==> src/rtl/calculadora_pkg.sv <==
// Shared constants for the calculator: default width, opcodes and the
// sequencer state encoding.
package calculadora_pkg;

   localparam int LARGURA_PADRAO = 8;

   localparam logic [2:0] OP_ZERA = 3'b000;
   localparam logic [2:0] OP_A    = 3'b001;
   localparam logic [2:0] OP_B    = 3'b010;
   localparam logic [2:0] OP_SOMA = 3'b011;
   localparam logic [2:0] OP_SUB  = 3'b100;

   typedef enum logic [2:0] {
      RECEBE_A,
      RECEBE_B,
      RECEBE_OP,
      EXECUTA,
      ENTREGA
   } estado_t;

endpackage

==> src/rtl/calculadora_sequenciador.sv <==
// Byte-stream front end for the combinational calculator core: collects A, B
// and opcode, samples the core result one cycle later and hands it out.
module calculadora_sequenciador
   import calculadora_pkg::*;
#(
   parameter int LARGURA = LARGURA_PADRAO
) (
   input  logic               clk,
   input  logic               rst,
   input  logic [LARGURA-1:0] entrada_dado,
   input  logic               entrada_valida,
   output logic               entrada_pronta,
   output logic [LARGURA-1:0] calc_A,
   output logic [LARGURA-1:0] calc_B,
   output logic [2:0]         calc_codigo,
   input  logic [LARGURA-1:0] calc_saida,
   output logic [LARGURA-1:0] resultado,
   output logic               resultado_valido,
   input  logic               resultado_pronto,
   output logic               erro,
   output logic [7:0]         contador_ops
);

   estado_t estado;

   // Ready is a pure function of state, gated by reset so nothing is taken
   // in the cycle the sequencer is being cleared.
   assign entrada_pronta = !rst &&
                           (estado == RECEBE_A || estado == RECEBE_B || estado == RECEBE_OP);

   always_ff @(posedge clk) begin
      if (rst) begin
         estado           <= RECEBE_A;
         calc_A           <= '0;
         calc_B           <= '0;
         calc_codigo      <= '0;
         resultado        <= '0;
         erro             <= 1'b0;
         resultado_valido <= 1'b0;
         contador_ops     <= '0;
      end else begin
         case (estado)
            RECEBE_A: begin
               if (entrada_valida) begin
                  calc_A <= entrada_dado;
                  estado <= RECEBE_B;
               end
            end
            RECEBE_B: begin
               if (entrada_valida) begin
                  calc_B <= entrada_dado;
                  estado <= RECEBE_OP;
               end
            end
            RECEBE_OP: begin
               if (entrada_valida) begin
                  calc_codigo <= entrada_dado[2:0];
                  estado      <= EXECUTA;
               end
            end
            EXECUTA: begin
               resultado        <= calc_saida;
               erro             <= (calc_codigo > OP_SUB);
               resultado_valido <= 1'b1;
               estado           <= ENTREGA;
            end
            ENTREGA: begin
               if (resultado_pronto) begin
                  resultado_valido <= 1'b0;
                  contador_ops     <= contador_ops + 8'd1;
                  estado           <= RECEBE_A;
               end
            end
            default: estado <= RECEBE_A;
         endcase
      end
   end

endmodule
==> config.mk <==
export PLATFORM = sky130hd
export DESIGN_NAME = calculadora_sequenciador
export DESIGN_NICKNAME = d
export VERILOG_FILES = /design/src/rtl/calculadora_pkg.sv /design/src/rtl/calculadora_sequenciador.sv
export SDC_FILE = /design/constraint.sdc
export NUM_CORES = 1
export LEC_CHECK = 0
export ABC_AREA = 0
export BUFFER_PORTS_ARGS = -buffer_cell sky130_fd_sc_hd__buf_2
export CORE_MARGIN = 10
export CORE_UTILIZATION = 43
export DETAILED_ROUTE_END_ITERATION = 6
export GPL_TIMING_DRIVEN = 1
export PLACE_DENSITY = 0.83
export SETUP_SLACK_MARGIN = 0.05
export SYNTH_ARGS = -nofsm -noshare
export SYNTH_HDL_FRONTEND = slang
export SYNTH_SLANG_ARGS = --single-unit
==> constraint.sdc <==
create_clock -name clk -period 1.3 [get_ports clk]
set_input_delay 0.065 -clock clk [delete_from_list [all_inputs] [get_ports clk]]
set_output_delay 0.065 -clock clk [all_outputs]
set_load 0.02 [all_outputs]
Word-level counts from Yosys, hierarchy flattened
Index checks and enable logic that the tools add are counted.
Storage, ports and cells
  output and inout bits: 38
  input port bits: 20
  word-level logic and storage cells: 37
  register bits: 40
Cells by class
  mux-type cells: 7
  reduce and logical (&&, ||, !) cells: 12
  equal/unequal tests: 8
  $lt $le $gt $ge: 1
  add/subtract/negate cells: 1
Operators by type and width (count)
  case mux 3 bit (5 select lines): 1
  two-way mux 3 bit: 4
  AND reduction 2 bit: 5
  adder 8 x 1 -> 8 bit, second input constant: 1
  inequality test 2 bit, second input constant: 4
  equality test 3 x 2 -> 1 bit, second input constant: 2
  AND reduction 4 bit: 1
  equality test 3 x 1 -> 1 bit, second input constant: 1
  equality test 3 bit, second input constant: 1
  greater-than comparator 3 bit, second input constant: 1
  zero test 3 bit: 1
  logical OR 1 bit: 2
  case mux 1 bit (2 select lines): 1
  nonzero test 2 bit: 1
  logical AND 1 bit: 1
  zero test 1 bit: 1
  two-way mux 1 bit: 1

Longest topological paths before layout
Gate-level depths: netlist of run 1.
  depth in word-level cells: 4
  gate-level depth with buffers: 5
  gate-level depth less buffers: 4

Worst setup path after synthesis of run 1
OpenSTA, ideal clock, no wires.
  path kind: register -> register
  from: register contador_ops[0]
  to: register contador_ops[6]
  clock period less this slack: 1.421 ns
  required time: 1.230 ns
  path buffers: 0
  data arrival time: 1.351 ns
  stages on the path, launching flop included: 5
  library setup time: 0.070 ns
  slack: -0.121 ns
  cells stage by stage: dfxtp_1 > ha_1 > nand2_1 > or4_1 > a21oi_1
Between the ends
  longest elaborated chain between the ends: 1
RTL lines
  start, declared: line calculadora_sequenciador.sv:21  | output logic [7:0] contador_ops
  start signal, assigned: line calculadora_sequenciador.sv:70  | contador_ops <= contador_ops + 8'd1;
  adder 8 x 1 -> 8 bit: line calculadora_sequenciador.sv:70
Every way passes these cells.
A chain may end at the register's enable or synchronous reset.

Worst setup path in the final report of run 1
  from: register estado[1]
  to: register contador_ops[6]
Between the ends
  longest elaborated chain between the ends: 2
RTL lines
  start, declared: line calculadora_sequenciador.sv:24  | estado_t estado;
  start signal, assigned: line calculadora_sequenciador.sv:33  | estado <= RECEBE_A;
  start signal, assigned: line calculadora_sequenciador.sv:46  | estado <= RECEBE_B;
  start signal, assigned: line calculadora_sequenciador.sv:52  | estado <= RECEBE_OP;
  equality test 3 bit: line calculadora_sequenciador.sv:42  | case (estado)
  AND reduction 2 bit (no line)
Every way passes these cells.

==> metrics.md, run 1 <==
| Metric | Value |
|---|---|
| Status | `finished with violations` |
| Violations in the final reports | `setup timing` |
| Initial DRT Pass Iterations | `4` |
| Maximum net fanout on the critical path | `5` |
| DIE HEIGHT | `a little over 80 um` |
| Clock buffer depth | `2` |
| Initial antenna violation count | `0` |
| Yosys warns | `0` |
| CP Cell Sequence | `nand4bb_4 > or4_1 > a21oi_2` |
| Asr flop ratio synth | `0%` |
| Netlist Area Pre-Place | `approximately 1600 um2` |
| GRT Max-Usage Layer | `met2` |
| Least-Margin Pin Slew | `between 0.3 and 0.4 ns` |
| P_leak | `about 1.0 nW` |
| CP endpoint kind | `flip-flop` |
| Most frequently used flop master after synthesis | `dfxtp_1` |
| Fmax | `0.732 GHz` |
| DR vias | `1436` |
| Post-route cell area | `2260 um2` |
| Cell with the most instances after synthesis | `dfxtp_1` |
| DRT iter0 DRCs | `84` |
| Max-Cap Viols | `0` |
| VDD IR-drop max | `0.870 mV` |
| First-pass GRT wire length | `approximately 6600 um` |
| # fillers | `302` |
| Critical path class | `reg2reg` |
| RD Place Congestion | `0.775` |
| Layout Skew | `0.00709 ns` |
| CP Launch Type | `flip-flop` |
| Relative slew slack | `77.3%` |
| Root Driver | `clkbuf_8` |
| CTS sink cnt | `40` |
| Area after DPL | `2020 um2` |
| DP Wirelength | `3070 um` |
| ANT nets after route | `0` |
| Vias per cell | `4.95` |
| Routing usage on met2 | `between 20% and 30%` |
| I/O pin cnt | `58` |
| Core area | `3610 um2` |
| Power Density | `approximately 1100 nW/um2` |
| Clk_lat worst skew | `0.29 ns` |
| CTS tree | `done` |
| Critical path required time | `1.53 ns` |
| Clock slew at reported path FFs | `0.08 ns` |
| Wire per inst | `around 15 um` |
| Port bufs | `57` |
| Starting Density | `about 44%` |
| DRC | `0` |
| Area grow syn2layout | `42.2%` |
| Layout Nets | `approximately 260` |
| Final hold viol count | `0` |
| Crit share post-route | `105%` |
| GRT overflow | `0` |
| Synth top area cells | `dfxtp_1, mux2i_1, nor2_1, a21oi_1, nand2_1` |
| Total wire length | `4270 um` |
| Post-layout min period | `about 1.4 ns` |
| Critical path buffers and inverters | `0` |
| Post-synth EDFFs | `0` |
| Setup tns final | `-0.282 ns` |
| Largest net degree at the start of global routing | `20` |
| Synthesis-stage register bit count | `40` |
| Vias in the first global route | `1444` |
| Share of layout cells above drive strength 1 | `45.5%` |
| Critical Path AT | `1.60 ns` |
| Die X | `approximately 81 um` |
| Post-synth top area share | `50.4%` |
| Cells after synthesis | `roughly 170` |
| Num CTS Buffers | `5` |
| Rows | `22` |
| Syn Nets | `187` |
| GRT Util Overall | `13.0%` |
| H-tree levels | `2` |
| Max Slew Vio Count | `0` |
| Seq/Total Area, Yosys | `50.4%` |
| Largest stage delay, worst path | `0.55 ns` |
| RSZ-0062 raised after global routing | `true` |
| Ant diodes | `0` |
| Cell family with most CP delay | `simple AND/OR/NAND/NOR gates` |
| Slowest cell on crit path | `or4_1` |
| HP Class | `in2reg` |
| Top cells by count, synth | `dfxtp_1, nor2_1, mux2i_1, nand2_1, a21oi_1` |
| Syn avg cell area | `9.57 um2` |
| Final setup vio count | `9` |
| Synth area leader | `dfxtp_1` |
| Final worst slack | `-0.0652 ns` |
| Met1 Use GR | `12.8%` |
| Die ar. | `6530 um2` |
| GR Layer Usage met3 | `under 10%` |
| Post-synth cell types | `30` |
## repair_timing
action | 4_1_cts | 5_1_grt
gates resized for setup | 11 | 13
setup endpoints to repair | 36 | 36
hold endpoints to repair | 3 | 0
buffers inserted | 3 | 1
hold buffers | 3 | 0
pin swaps | 7 | 10
## sequential cells by signal (all words and copies together), names as in the netlist
register / cells
calc_A: 8
calc_B: 8
contador_ops: 8
resultado: 8
calc_codigo: 3
estado: 3
erro: 1
resultado_valido: 1
## path summary, 6_finish.rpt
check                                       startpoint                            to  slack (ns)  cells after the start
worst max-delay path            estado[1]$_SDFFE_PP0P_  contador_ops[6]$_SDFFE_PP0P_       -0.07                      3
worst min-delay path                     calc_saida[7]     resultado[7]$_SDFFE_PP0P_        0.01                      3
worst min register to register  calc_A[1]$_SDFFE_PP0P_        calc_A[1]$_SDFFE_PP0P_        0.45                      2
worst max register to register  estado[1]$_SDFFE_PP0P_  contador_ops[6]$_SDFFE_PP0P_       -0.07                      3
## power breakdown
part / switching (mW) / total [mW] / internal, mW
logic: 0.161 / 0.293 / 0.132
registers: 0.0208 / 1.28 / 1.26
clock network: 0.451 / 0.832 / 0.380
## cell type report
cell class | instances | area, um2 | area share, %
Tap cell | 48 | 60.1 | 2.66
Clock buffer | 5 | 68.8 | 3.05
Sequential cell | 40 | 815 | 36.0
Inverter | 2 | 7.51 | 0.332
Clock inverter | 3 | 21.3 | 0.941
Timing Repair Buffer | 80 | 499 | 22.1
Multi-Input combinational cell | 112 | 788 | 34.9
## routing by layer
metal | routed length, um | vias up | part of all wire (%)
met5 | 0 | - | 0
met4 | 96 | 0 | 2.2
met3 | 486 | 10 | 11
met2 | 2130 | 46 | 50
met1 | 1560 | 668 | 37
li1 | - | 712 | -
## stage by stage
step | power (mW) | util, % | setup slack [ns] | std cells | hold slack, ns
2_1_floorplan | 1.47 | - | -0.0162 | 166 | 0.205
3_3_place_gp | 1.58 | 56.0 | -0.0240 | 275 | 0.294
3_5_place_dp | 1.59 | 56.0 | -0.0449 | 275 | 0.304
4_1_cts | 2.43 | 61.0 | -0.0551 | 289 | 0.00880
5_1_grt | 2.51 | 62.7 | -0.125 | 290 | 0.0204
6_report | 2.40 | 62.7 | -0.0652 | 290 | 0.0148
## tightest hold or removal path, cell delays in order
cell	delay, ns
buf_2	0.07
mux2i_1	0.05
nor2_1	0.08
## kinds of logic after synthesis
logic type      count (synthesis)  synth area share (%)
xor+xnor                        1                 0.551
buf+inv                        14                  4.72
simple gates                   64                  21.4
mux                            22                  13.9
flops                          40                  50.4
compound gates                 24                  8.19
fa+ha+maj                       1                 0.787
## placed cells by master (no fill, tap or decap), types with 2 or more instances in the layout
cell,netlist,layout
clkbuf_8,0,5
mux2i_2,0,2
a21oi_2,0,3
inv_1,2,2
dlygate4sd3_1,0,3
o31ai_1,2,2
nor2_1,23,23
a21oi_1,16,13
o21ai_0,4,4
or3_1,3,3
or4_1,2,2
nand2_1,20,20
buf_6,1,5
nand3_1,3,3
nand3b_1,2,2
dfxtp_2,0,8
buf_2,3,56
dfxtp_1,40,31
buf_4,3,15
mux2i_1,21,19
(Power assumes the default switching activity.)
==> run 2, diff against run 1 <==
Settings changed: BUFFER_PORTS_ARGS -buffer_cell sky130_fd_sc_hd__buf_2 to -buffer_cell sky130_fd_sc_hd__buf_4.
==> run 2 against run 1 <==
The run still ends with setup timing left. Register-to-register slack got worse by 0.04 ns. Fmax fell by 2.5%. Flip-flop and latch count stayed put. Critical path depth grew 1. Sequential power about the same. Final cell count fell by 0.69%. Die area unchanged. Clock-buffer cell count is the same. Clock power increased by 20%. Routed wire length fell by 2.0%. Power rose by 8.1%. First-iteration DRC count is 60% lower.
==> metrics.md, run 2 (same netlist as run 1, synthesis figures left out) <==
| Metric | Value |
|---|---|
| Fmax | `0.714 GHz (-2.5%)` |
| Post-place setup slack | `-0.115 ns (-0.0706 ns)` |
| Initial DRT Pass Iterations | `4 (unchanged)` |
| H-tree levels | `2 (unchanged)` |
| Critical path class | `reg2reg` |
| Pwr Total | `2.60 mW (+8.1%)` |
| Rows | `22 (unchanged)` |
| HP Class | `in2reg` |
| VDD IR-drop max | `1.04 mV (+20%)` |
| Final setup vio count | `14 (+5)` |
| Switch share | `23.6% (-2.8 points)` |
| GRT Util Overall | `12.5% (-0.44 points)` |
| Final worst slack | `-0.100 ns (-0.0350 ns)` |
| Post-route cell area | `2390 um2 (+5.7%)` |
| Critical path buffers and inverters | `1 (+1)` |
| RSZ-0062 raised after global routing | `true` |
| Area after DPL | `2120 um2 (+4.8%)` |
| Clock slew at reported path FFs | `0.08 ns (about the same)` |
| Layout Skew | `0.00359 ns (-0.00349 ns)` |
| Final hold viol count | `0 (unchanged)` |
| Status | `finished with violations` |
| Cell family with most CP delay | `compound AO/OA/AOI/OAI gates` |
| Crit share post-route | `108% (+2.7 points)` |
| Reg power frac | `49.3% (-3.9 points)` |
| Reg2Reg Depth | `4 (+1)` |
| Violations in the final reports | `setup timing` |
| Area grow syn2layout | `50.3%` |
| CTS tree | `done` |
| CTS sink cnt | `40 (unchanged)` |
| Die ar. | `6530 um2 (unchanged)` |
| Critical Path AT | `1.56 ns (-0.04 ns)` |
| DRT iter0 DRCs | `34 (-60%)` |
| Critical path required time | `1.46 ns (-0.07 ns)` |
| Slowest cell on crit path | `dfxtp_4` |
| GRT overflow | `0 (unchanged)` |
| P_int | `1.99 mW (+12%)` |
| Hold WS | `0.00417 ns (-0.0106 ns)` |
| Root Driver | `clkbuf_8` |
| Largest stage delay, worst path | `0.36 ns (-0.19 ns)` |
| DRC | `0 (unchanged)` |
| Clock buffer depth | `2 (unchanged)` |
| Non-Filler Instances | `288 (-0.69%)` |
| Die X | `80.8 um (unchanged)` |
| Initial antenna violation count | `0 (unchanged)` |
| Commonest non-fill, non-tap cell in the layout | `buf_4` |
| Port bufs | `57 (unchanged)` |
| RD Place Congestion | `0.738 (-4.8%)` |
| Relative slew slack | `70.6% (-6.7 points)` |
| Dpl cells | `269 (-2.2%)` |
| DP Wirelength | `2870 um (-6.6%)` |
| Core Util, Final | `66.2% (+3.6 points)` |
| Largest net degree at the start of global routing | `43 (+110%)` |
| Num CTS Buffers | `5 (unchanged)` |
| CP endpoint kind | `flip-flop` |
| Hold Path Stages | `3 (unchanged)` |
| Least-Margin Pin Slew | `0.440 ns (+0.103 ns)` |
| Wire per inst | `14.5 um (-1.3%)` |
| Sequential cell area | `817 um2 (+0.31%)` |
| Max-Cap Viols | `0 (unchanged)` |
| Total wire length | `4180 um (-2.0%)` |
| DIE HEIGHT | `80.8 um (unchanged)` |
| P_sw | `613 uW (-3.2%)` |
| Starting Density | `44.1% (unchanged)` |
| Share of layout cells above drive strength 1 | `42.9% (-2.5 points)` |
| Maximum net fanout on the critical path | `8 (+3)` |
| # fillers | `299 (-0.99%)` |
| I/O pin cnt | `58 (unchanged)` |
| Area of the multi-input gates | `757 um2 (-4.0%)` |
| Worst path depth | `4 (+1)` |
| Post-layout min period | `1.40 ns (+0.0350 ns)` |
| Setup tns final | `-0.389 ns (-0.106 ns)` |
| Most frequent cells in the layout | `buf_4, dfxtp_1, nor2_1, mux2i_1, nand2_1` |
| P_leak | `1.07 nW (+2.9%)` |
| DR vias | `1404 (-2.2%)` |
| Core area | `3610 um2 (unchanged)` |
| Max Slew Vio Count | `0 (unchanged)` |
| Vias in the first global route | `1402 (-2.9%)` |
| CP Launch Type | `flip-flop` |
| Clock share of power | `38.6% (+4.0 points)` |
| Vias per cell | `4.88 (-1.5%)` |
| Gate power share | `12.2% (about the same)` |
| First-pass GRT wire length | `6450 um (-2.6%)` |
| Clk_lat worst skew | `0.29 ns (about the same)` |
| Ant diodes | `0 (unchanged)` |
| Layout Nets | `260 (-0.76%)` |
| Power Density | `1090 nW/um2 (+2.3%)` |
| CP Cell Sequence | `nand4bb_4 > buf_6 > o31ai_1 > a21oi_2` |
| ANT nets after route | `0 (unchanged)` |
## run 2: changes by cell type in the layout (fill, tap and decap cells not counted), moves of 2 or more
cell | before | now
buf_6 | 5 | 8
mux2i_2 | 2 | 0
buf_2 | 56 | 0
mux2i_1 | 19 | 21
buf_4 | 15 | 66
## run 2: what timing repair did
| action | CTS | global route |
|---|---|---|
| setup buffers | 4 | 4 |
| endpoints found under the setup margin | 38 | 37 |
| resized for setup | 11 | 11 |
| pin swaps | 9 | 5 |
| hold endpoints to repair | 3 | 0 |
| hold buffers | 3 | 0 |
## run 2: area by class of cell
| cell class | instances | area share (%) |
|---|---|---|
| Sequential cell | 40 | 34.2 |
| Multi-Input combinational cell | 112 | 31.7 |
| Timing Repair Buffer | 78 | 26.6 |
| Clock buffer | 5 | 2.88 |
| Tap cell | 48 | 2.51 |
| Clock inverter | 3 | 1.78 |
| Inverter | 2 | 0.314 |
## run 2: power groups by stage
stage                     sequential, mW  clock (mW)  combinational [mW]
after CTS                           1.28        1.03               0.316
after global routing                1.29        1.06               0.346
after detailed placement            1.31           0               0.291
after global placement              1.31           0               0.288
final                               1.28        1.00               0.316
after floorplan                     1.35           0               0.128
## run 2: final timing paths
check                              start                           end  slack [ns]
setup / recovery  estado[0]$_SDFFE_PP0P_  contador_ops[6]$_SDFFE_PP0P_       -0.10
hold / removal             calc_saida[4]     resultado[4]$_SDFFE_PP0P_       0.004
setup reg to reg  estado[0]$_SDFFE_PP0P_  contador_ops[6]$_SDFFE_PP0P_       -0.10
hold reg to reg   calc_A[0]$_SDFFE_PP0P_        calc_A[0]$_SDFFE_PP0P_        0.45
## run 2: per-layer routing
metal / part of all wire, % / wire (um) / global-route usage [%] / vias to the layer above
met1: 36 / 1490 / 12.1 / 639
met5: 0 / 0 / 0 / -
met3: 12 / 505 / 8.72 / 5
met4: 1.6 / 65 / 3.11 / 0
met2: 51 / 2120 / 21.4 / 43
li1: - / - / - / 717
## run 2: worst min-delay path, delay by kind of cell
kind	cells	cell delay [ns]
buffers and inverters	1	0.08
multiplexers	1	0.05
AND/OR/NAND/NOR	1	0.07
